<file path="src/rtl/win5x5_line_buffer_if.sv">
// Pixel-stream in / 5x5 window out bundle for win5x5_line_buffer.
// win_last exists only when WIN_LAST_EN is defined.
interface win5x5_line_buffer_if #(
    parameter int WIDTH = 8
);
    logic [WIDTH-1:0]    pix_in;
    logic                pix_valid;
    logic                sof;
    logic [25*WIDTH-1:0] win_out;
    logic                win_valid;
`ifdef WIN_LAST_EN
    logic                win_last;

    modport master (output pix_in, output pix_valid, output sof,
                    input win_out, input win_valid, input win_last);
    modport slave  (input pix_in, input pix_valid, input sof,
                    output win_out, output win_valid, output win_last);
`else
    modport master (output pix_in, output pix_valid, output sof,
                    input win_out, input win_valid);
    modport slave  (input pix_in, input pix_valid, input sof,
                    output win_out, output win_valid);
`endif
endinterface

</file>
<file path="src/rtl/win5x5_line_buffer.sv">
// Raster-stream to 5x5 window generator: four line buffers feed a 5x5 register window.
// Optional WIN_LAST_EN adds win_last, flagging the final window of a frame.
module win5x5_line_buffer #(
    parameter int WIDTH = 8,
    parameter int IMG_W = 28,
    parameter int IMG_H = 28
) (
    input logic clk,
    input logic rst,
    win5x5_line_buffer_if.slave bus
);
    localparam int CW = $clog2(IMG_W);
    localparam int RW = $clog2(IMG_H);
    localparam logic [CW-1:0] COL_LAST = CW'(IMG_W - 1);
    localparam logic [RW-1:0] ROW_LAST = RW'(IMG_H - 1);
    localparam logic [CW-1:0] COL_MIN  = CW'(4);
    localparam logic [RW-1:0] ROW_MIN  = RW'(4);

    logic [CW-1:0]       col, cur_col;
    logic [RW-1:0]       row, cur_row;
    logic                accept, emit, last_pix;
    logic [WIDTH-1:0]    lb [4][IMG_W];
    logic [WIDTH-1:0]    win [5][5];
    logic [WIDTH-1:0]    win_nxt [5][5];
    logic [WIDTH-1:0]    new_col [5];
    logic [25*WIDTH-1:0] win_flat;

    // sof overrides the counters so the accepted pixel is always (0,0)
    always_comb begin
        accept   = bus.pix_valid;
        cur_col  = bus.sof ? '0 : col;
        cur_row  = bus.sof ? '0 : row;
        emit     = accept && !bus.sof && (cur_row >= ROW_MIN) && (cur_col >= COL_MIN);
        last_pix = (cur_row == ROW_LAST) && (cur_col == COL_LAST);

        new_col[0] = lb[3][cur_col];
        new_col[1] = lb[2][cur_col];
        new_col[2] = lb[1][cur_col];
        new_col[3] = lb[0][cur_col];
        new_col[4] = bus.pix_in;

        win_flat = '0;
        for (int r = 0; r < 5; r++) begin
            for (int c = 0; c < 4; c++) begin
                win_nxt[r][c] = win[r][c+1];
            end
            win_nxt[r][4] = new_col[r];
            for (int c = 0; c < 5; c++) begin
                win_flat[(r*5+c)*WIDTH +: WIDTH] = win_nxt[r][c];
            end
        end
    end

    always_ff @(posedge clk) begin
        if (rst) begin
            col <= '0;
            row <= '0;
        end else if (accept) begin
            if (cur_col == COL_LAST) begin
                col <= '0;
                row <= (cur_row == ROW_LAST) ? '0 : cur_row + 1'b1;
            end else begin
                col <= cur_col + 1'b1;
                row <= cur_row;
            end
        end
    end

    // Storage is left uncleared; row/col gating keeps stale contents from ever being emitted
    always_ff @(posedge clk) begin
        if (!rst && accept) begin
            win            <= win_nxt;
            lb[0][cur_col] <= bus.pix_in;
            lb[1][cur_col] <= lb[0][cur_col];
            lb[2][cur_col] <= lb[1][cur_col];
            lb[3][cur_col] <= lb[2][cur_col];
        end
    end

    always_ff @(posedge clk) begin
        if (rst) begin
            bus.win_valid <= 1'b0;
            bus.win_out   <= '0;
        end else begin
            bus.win_valid <= emit;
            if (emit) begin
                bus.win_out <= win_flat;
            end
        end
    end

`ifdef WIN_LAST_EN
    always_ff @(posedge clk) begin
        if (rst) begin
            bus.win_last <= 1'b0;
        end else begin
            bus.win_last <= emit && last_pix;
        end
    end
`else
    logic unused_last;
    assign unused_last = last_pix;
`endif
endmodule

</file>
<file path="src/flat_wrapper.sv">
// flat-port wrapper written by rule: the top's interface ports become plain ports
module win5x5_line_buffer_flat 
#(
    parameter int WIDTH = 8,
    parameter int IMG_W = 28,
    parameter int IMG_H = 28
)
  (clk, rst, bus_pix_in, bus_pix_valid, bus_sof, bus_win_out, bus_win_valid);
  win5x5_line_buffer_if #(.WIDTH(WIDTH)) bus_i ();
  input logic clk;
  input logic rst;
  input wire logic [$bits(bus_i.pix_in)-1:0] bus_pix_in;
  input wire logic [$bits(bus_i.pix_valid)-1:0] bus_pix_valid;
  input wire logic [$bits(bus_i.sof)-1:0] bus_sof;
  output wire logic [$bits(bus_i.win_out)-1:0] bus_win_out;
  output wire logic [$bits(bus_i.win_valid)-1:0] bus_win_valid;
  assign bus_i.pix_in = bus_pix_in;
  assign bus_i.pix_valid = bus_pix_valid;
  assign bus_i.sof = bus_sof;
  assign bus_win_out = bus_i.win_out;
  assign bus_win_valid = bus_i.win_valid;
  win5x5_line_buffer #(.WIDTH(WIDTH), .IMG_W(IMG_W), .IMG_H(IMG_H)) u_core (.clk(clk), .rst(rst), .bus(bus_i));
endmodule
</file>
<file path="config.mk">
export PLATFORM = sky130hd
export DESIGN_NAME = win5x5_line_buffer_flat
export DESIGN_NICKNAME = d
export VERILOG_FILES = /design/src/rtl/win5x5_line_buffer_if.sv /design/src/rtl/win5x5_line_buffer.sv /design/src/flat_wrapper.sv
export SDC_FILE = /design/constraint.sdc
export NUM_CORES = 1
export LEC_CHECK = 0
export CAP_MARGIN = 20
export CORE_ASPECT_RATIO = 0.6
export CORE_MARGIN = 1.5
export CORE_UTILIZATION = 25
export CTS_CLUSTER_SIZE = 25
export DETAILED_ROUTE_END_ITERATION = 7
export PLACE_DENSITY = 0.4
export SLEW_MARGIN = 40
export SYNTH_ARGS = -nofsm -noshare
export SYNTH_HDL_FRONTEND = slang
export SYNTH_SLANG_ARGS = --single-unit
</file>
<file path="constraint.sdc">
create_clock -name clk -period 38.5 [get_ports clk]
set_input_delay 7.7 -clock clk [delete_from_list [all_inputs] [get_ports clk]]
set_output_delay 7.7 -clock clk [all_outputs]
set_load 0.01 [all_outputs]
</file>
==> metrics.md, run 1 <==
| Metric | Value |
|---|---|
| Status | `completed` |
| Worst hold start | `u_core.win[51]` |
| Power per cell area | `49.6 nW/µm²` |
| Root Buffer | `clkbuf_16` |
| Tcrit/Tclk final | `0.296` |
| Worst rel slew slack | `0.411` |
| Cell count after synthesis | `3058` |
| Number of global-route vias before repair | `26500` |
| # IOs | `213` |
| Synth Area in Simple Gates | `0.0532` |
| Fmax | `87.6 MHz` |
| Post-route minimum period | `11.41 ns` |
| Rows | `123` |
| Pin count of the biggest net entering global routing | `171` |
| Yosys reg bits | `1267` |
| Final setup violation count | `0` |
| P_sw | `0.632 mW` |
| Reg-to-reg setup timing slack | `33.70 ns` |
| Post-synthesis mux area share | `0.0612` |
| Sequential share of the synthesized area | `0.762` |
| Area contributors post-synth | `edfxtp_1 67%, dfxtp_1 9.0%, mux2i_1 6.0%, nand2_1 3.9%, a21oi_1 2.5%` |
| Largest family of logic cells by synthesized area | `compound AO/OA/AOI/OAI gates` |
| Cell Chain, Critical Path | `clkdlybuf4s50_1 > inv_2 > nor2_1 > o311a_4 > buf_12 > buf_4 > buf_6 > buf_4 > nor2_1 > a311oi_2` |
| Reg clk slew, reported paths | `0.07 ns` |
| Yosys top cell area share | `0.672` |
| Worst R2R End | `u_core.lb[1][45]` |
| Global route total overflow | `0` |
| Vias | `27400` |
| Share of layout cells above drive strength 1 | `0.120` |
| Critical Path Fanout Max | `73` |
| Combinational power share | `0.045` |
| Synth Cell Area | `47200 µm²` |
| TritonCTS Buffers | `114` |
| Hold_ws | `0.427 ns` |
| Gpl congestion | `0.751` |
| Final Hold Vio Count | `0` |
| Sw frac | `0.225` |
| Post-DP HPWL | `88900 µm` |
| Most frequent cell after synthesis | `edfxtp_1` |
| VDD IR max | `0.0000327 V` |
| DRT iter0 DRCs | `2535` |
| Post-Synth XOR/XNOR Area | `0` |
| Syn_nets | `3072` |
| Cts repair resizes | `0` |
| Die Area | `191000 µm²` |
| CTS max path bufs | `3` |
| Die width | `564 µm` |
| Post-Route WL | `144000 µm` |
| Worst setup path class | `in -> reg` |
| Syn Area/Cell | `15.4 µm²` |
| Wire per inst | `24.5 µm` |
| Worst Tran Pin Value | `0.877 ns` |
| RSZ-0062 raised after global routing | `false` |
| Hold path endpoint | `u_core.win[59]` |
| CP Data Arrival Time | `12.03 ns` |
| Count of final max-slew check failures | `0` |
| Hold-fix buffer count after cts | `0` |
| First-pass GRT wire length | `204000 µm` |
| Vias per Instance | `4.65` |
| Core footprint | `187000 µm²` |
| Cell family with most CP delay | `buffers and inverters` |
| Yosys Warn Count | `0` |
| Starting Density | `0.252` |
| Unique cell type count in the Yosys netlist | `53` |
| Worst Skew | `0.0302 ns` |
| Chip Height | `339 µm` |
| Setup bufs post-CTS | `0` |
| Synth top cells by count | `1056 x edfxtp_1, 494 x nand2_1, 285 x mux2i_1` |
| Startpoint types | `input pin` |
| Crit. path cell count | `10` |
| CP Capture Type | `register` |
| Residual DRC | `0` |
| Hold crit path type | `reg -> reg` |
| Setup tns final | `0 ns` |
| Hold Path Depth | `0` |
| Synth Area in Adders | `0.000530` |
| Clock Power Share | `0.417` |
| Initial antenna violation count | `13` |
| R2R Path Start | `u_core.col[0]` |
| Largest area contributor in the netlist | `edfxtp_1` |
| Clock Latency Late Sink | `0.72 ns` |
| IO Port Bufs | `212` |
| Post-synth EDFFs | `1056` |
| CP bufs+invs | `6` |
| P_int | `2.18 mW` |
| Crit-path max cell delay | `0.69 ns` |
| Sequential power share | `0.538` |
| Area grow syn2layout | `19.9%` |
| First-pass iteration count of the detailed router | `5` |
| CTS tree | `done` |
| Final antenna-violating net count | `0` |
| Top_reg_cell synth | `edfxtp_1` |
| CP max stage cell | `clkdlybuf4s50_1` |
| Worst-case reg-to-reg path depth | `8` |
| Asr flop ratio synth | `0` |
| Number of H-tree levels | `3` |
| Required time of the worst setup path | `39.11 ns` |
| Static Leak | `17.3 nW` |
| Fin nets | `3287` |
| GRT Overall Usage | `0.147` |
| Compound-gate portion of the synthesized area | `0.100` |
| MaxCap Viol Count | `0` |
| CTS sink cnt | `1267` |
==> cell type report <==
class	count	area [µm²]
Antenna cell	3	7.51
Clock buffer	167	3330
Clock inverter	50	452
Fill cell	18600	131000
Inverter	8	33.8
Multi-Input combinational cell	1566	10500
Sequential cell	1267	35900
Tap cell	2500	3130
Timing Repair Buffer	316	3140
==> cell families (layout without fill, tap and decap cells) <==
| kind of cell | Yosys count | count (layout) |
|---|---|---|
| flops | 1267 | 1267 |
| compound gates | 648 | 648 |
| simple gates | 629 | 629 |
| mux | 287 | 287 |
| buf+inv | 225 | 541 |
| fa+ha+maj | 2 | 2 |
| other cells | 0 | 3 |
==> power by group through the flow <==
stage                     combinational [mW]  clock, mW  sequential [mW]
final                                  0.126       1.17             1.51
after global placement                 0.127          0             1.54
after floorplan                       0.0686          0             1.54
after detailed placement               0.129          0             1.54
after global routing                   0.136       1.26             1.51
after CTS                              0.129       1.20             1.51
==> worst reg2reg max path: stages (launching register included) <==
cell	delay [ns]
dfxtp_4	0.55
buf_4	0.60
buf_4	0.75
buf_4	0.81
mux2i_1	0.65
a22oi_1	0.20
nand2_1	0.22
o22a_1	0.27
nand2_4	0.29
==> layer usage <==
layer / global-route usage / up-vias / part of all wire
met5: 0 / - / 0.000090
met4: 0.0285 / 2 / 0.017
met3: 0.0277 / 172 / 0.053
met2: 0.206 / 670 / 0.42
met1: 0.232 / 14200 / 0.51
li1: - / 12300 / -
==> cell usage in the layout (no fill, tap or decap), types with 4 or more instances in the layout <==
master and count:
edfxtp_1 1056, nand2_1 486, mux2i_1 285, a21oi_1 240, dfxtp_1 209, clkdlybuf4s50_1 205
a221oi_1 129, clkbuf_16 118, o22ai_1 91, buf_4 86, a22oi_1 63, nor2_1 43
clkbuf_1 30, nor3_1 28, clkinv_2 28, o22a_1 28, a311oi_2 26, nor2_4 25
a221oi_2 23, clkbuf_8 19, nor3_2 9, o21ai_0 9, clkinv_1 9, nand3_1 8
buf_16 8, nand2_4 6, bufinv_16 6, buf_8 6, a221o_1 5, a21o_1 5
a311oi_1 5, inv_1 4, a211oi_1 4, buf_2 4, buf_12 4
==> worst max path at each step <==
stage          slack [ns]                endpoint          start
5_1_grt             26.80  u_core.bus.win_out[73]  bus_pix_valid
2_1_floorplan       19.48        u_core.lb[0][72]  bus_pix_valid
6_report            27.09  u_core.bus.win_out[32]  bus_pix_valid
3_5_place_dp        26.20  u_core.bus.win_out[73]  bus_pix_valid
3_3_place_gp        26.01  u_core.bus.win_out[32]  bus_pix_valid
4_1_cts             26.95  u_core.bus.win_out[33]  bus_pix_valid
==> flip-flops by register name, summed over array words and instances, names as in the netlist <==
name / flops
u_core.lb: 896
u_core.win: 160
u_core.row: 5
u_core.col: 5
u_core.bus.win_valid: 1
u_core.bus.win_out: 200
==> per-stage QoR <==
step / cells / power (mW) / area [µm²] / utilization / setup slack, ns
floorplan: 3058 / 1.61 / 47200 / - / 19.48
CTS: 5869 / 2.84 / 56500 / 0.301 / 26.95
global route: 5876 / 2.90 / 56600 / 0.302 / 26.80
detailed placement: 5652 / 1.67 / 52700 / 0.281 / 26.20
finish: 5877 / 2.81 / 56600 / 0.302 / 27.09
global placement: 5641 / 1.67 / 52400 / 0.279 / 26.01
Note: power is estimated with default switching activity, not from simulation.
==> run 2, diff against run 1 <==
- clock period: 38.5 -> 11.43 ns (I/O delays scaled with it)
==> run 2 against run 1 <==
Against the previous run: setup slack worse by 22 ns; total power grew to 3.4 times the previous value; clock-buffer cell count is 17 lower; die area stayed put; combinational power grew to 3.2 times the previous value; worst hold slack better by 0.017 ns; via count is 0.78% higher; sequential cell count stayed put; sequential share of layout area is 0.29 points higher; first-iteration DRC count is 12% higher; cell area is 0.46% lower; critical endpoint is now u_core.lb[1][172]; highest routed layer is now met4.
==> metrics.md, run 2 (same netlist as run 1, synthesis figures left out) <==
| Metric | Value |
|---|---|
| Status | `completed` |
| Die width | `564 µm (unchanged)` |
| Fmax | `169 MHz` |
| Count of final max-slew check failures | `0 (unchanged)` |
| Required time of the worst setup path | `11.78 ns (-27.33 ns)` |
| # IOs | `213 (unchanged)` |
| MaxCap Viol Count | `0 (unchanged)` |
| Critical Path Fanout Max | `24 (-67%)` |
| Largest reg by FF count | `u_core.lb` |
| First-pass iteration count of the detailed router | `5 (unchanged)` |
| Number of global-route vias before repair | `26300 (-0.54%)` |
| R2R Path Start | `u_core.col[0]` |
| Global route total overflow | `0 (unchanged)` |
| Final antenna-violating net count | `0 (unchanged)` |
| Tot Pwr | `9.47 mW (+240%)` |
| Initial antenna violation count | `9 (-4)` |
| CTS sink cnt | `1267 (unchanged)` |
| Most common cell after layout, fill and taps aside | `edfxtp_1` |
| Worst setup path class | `in -> reg` |
| Final Hold Vio Count | `0 (unchanged)` |
| Core footprint | `187000 µm² (unchanged)` |
| Cell Chain, Critical Path | `clkdlybuf4s50_1 > inv_2 > nor2_4 > buf_4 > nand3_1 > nor2_4 > buf_4` |
| Startpoint types | `input pin` |
| Setup tns final | `0 ns (unchanged)` |
| CP Launch Point | `bus_pix_valid` |
| CP Capture Type | `register` |
| Post-DP HPWL | `91000 µm (+2.3%)` |
| Cts repair resizes | `0 (unchanged)` |
| Rows | `123 (unchanged)` |
| Crit-path max cell delay | `0.80 ns (+0.11 ns)` |
| Die Area | `191000 µm² (unchanged)` |
| Worst Skew | `0.0230 ns (-0.00716 ns)` |
| Power per cell area | `168 nW/µm² (+240%)` |
| Setup WS post-layout | `5.52 ns (-21.56 ns)` |
| Share of layout cells above drive strength 1 | `0.115 (-0.00525)` |
| RSZ-0062 raised after global routing | `false` |
| IO Port Bufs | `212 (unchanged)` |
| Residual DRC | `0 (unchanged)` |
| Gpl congestion | `0.745 (-0.69%)` |
| Tcrit/Tclk final | `0.517` |
| Starting Density | `0.252 (unchanged)` |
| Hold-fix buffer count after cts | `0 (unchanged)` |
| VDD IR max | `0.000124 V (+280%)` |
| Max reg flops | `896 (unchanged)` |
| Worst-case reg-to-reg path depth | `8 (unchanged)` |
| CP Data Arrival Time | `6.26 ns (-5.77 ns)` |
| GRT Overall Usage | `0.155 (+0.00795)` |
| Root Buffer | `clkbuf_16` |
| Most frequent cells in the layout | `1056 x edfxtp_1, 481 x nand2_1, 284 x mux2i_1, 240 x a21oi_1, 209 x dfxtp_1` |
| CP bufs+invs | `4 (-2)` |
| Reg clk slew, reported paths | `0.07 ns (about the same)` |
| DRT iter0 DRCs | `2842 (+12%)` |
| Chip Height | `339 µm (unchanged)` |
| Cell family with most CP delay | `simple AND/OR/NAND/NOR gates` |
| Hold crit path type | `reg -> reg` |
| Worst Tran Pin Value | `0.871 ns (-0.00579 ns)` |
| Static Leak | `17.2 nW (-0.72%)` |
| Post-route minimum period | `5.91 ns` |
| Vias | `27600 (+0.78%)` |
| Largest registers | `u_core.lb: 896 flops, u_core.bus.win_out: 200 flops, u_core.win: 160 flops` |
| Area grow syn2layout | `19.4%` |
| TritonCTS Buffers | `114 (unchanged)` |
| Final setup violation count | `0 (unchanged)` |
| Setup bufs post-CTS | `0 (unchanged)` |
| CTS max path bufs | `3 (unchanged)` |
| Worst rel slew slack | `0.403 (-0.00826)` |
| Pre-CTS setup slack | `4.76 ns (-21.44 ns)` |
| CTS tree | `done` |
| Post-Route WL | `151000 µm (+5.2%)` |
| CP max stage cell | `nor2_4` |
| Fin nets | `3271 (-0.49%)` |
| First-pass GRT wire length | `212000 µm (+3.6%)` |
| Worst Setup EP | `u_core.lb[1][172]` |
| Clock Latency Late Sink | `0.72 ns (about the same)` |
| Wire per inst | `25.9 µm (+5.6%)` |
| Vias per Instance | `4.71 (+1.2%)` |
| Number of H-tree levels | `3 (unchanged)` |
| Pin count of the biggest net entering global routing | `158 (-7.6%)` |
| Worst R2R End | `u_core.lb[1][179]` |
| Reg-to-reg setup timing slack | `6.24 ns (-27.46 ns)` |
| Crit. path cell count | `7 (-3)` |
-- run 2: cell types whose count changed in the layout (fill, tap and decap cells not counted), moves of 5 or more --
cell       previous run  this run
clkinv_1              9        17
buf_8                 6         1
buf_16                8         2
clkbuf_8             19         8
nand2_4               6         0
nand2_1             486       481
bufinv_16             6        11
clkbuf_1             30        24
buf_4                86        78
nand2_2               2        13
-- run 2: power breakdown --
part / switching, mW / internal (mW) / total, mW
registers: 0.0265 / 5.07 / 5.10
logic: 0.308 / 0.0950 / 0.404
clock network: 1.77 / 2.19 / 3.97
total: 2.11 / 7.36 / 9.47
-- run 2: stage by stage --
stage          area (µm²)  hold WS [ns]   util  instances
6_report            56300         0.444  0.300       5855
5_1_grt             56300         0.455  0.300       5854
4_1_cts             56300         0.447  0.300       5852
3_5_place_dp        52500         0.434  0.280       5639
3_3_place_gp        52300         0.431  0.279       5637
2_1_floorplan       47200         0.426      -       3058
-- run 2: area by class of cell --
| cell class | count | area [µm²] |
|---|---|---|
| Fill cell | 18700 | 131000 |
| Sequential cell | 1267 | 35900 |
| Multi-Input combinational cell | 1566 | 10500 |
| Clock buffer | 150 | 3150 |
| Tap cell | 2500 | 3130 |
| Timing Repair Buffer | 300 | 2900 |
| Clock inverter | 63 | 639 |
| Inverter | 8 | 33.8 |
| Antenna cell | 1 | 2.50 |
-- run 2: layer usage --
layer / up-vias / GRT usage / wire (µm)
met5: - / 0 / 0
met4: 0 / 0.0221 / 1670
met3: 132 / 0.0220 / 8380
met2: 830 / 0.212 / 61400
met1: 14400 / 0.256 / 80000
li1: 12200 / - / -
-- run 2: worst min path at each step --
| stage | from | endpoint | slack [ns] | cells after the start |
|---|---|---|---|---|
| 2_1_floorplan | u_core.win[92] | u_core.win[100] | 0.43 | 0 |
| 3_3_place_gp | u_core.win[162] | u_core.win[170] | 0.43 | 0 |
| 3_5_place_dp | u_core.win[93] | u_core.win[101] | 0.43 | 0 |
| 4_1_cts | u_core.win[130] | u_core.win[138] | 0.45 | 0 |
| 5_1_grt | u_core.win[96] | u_core.win[104] | 0.46 | 0 |
| 6_report | u_core.win[8] | u_core.win[16] | 0.44 | 0 |
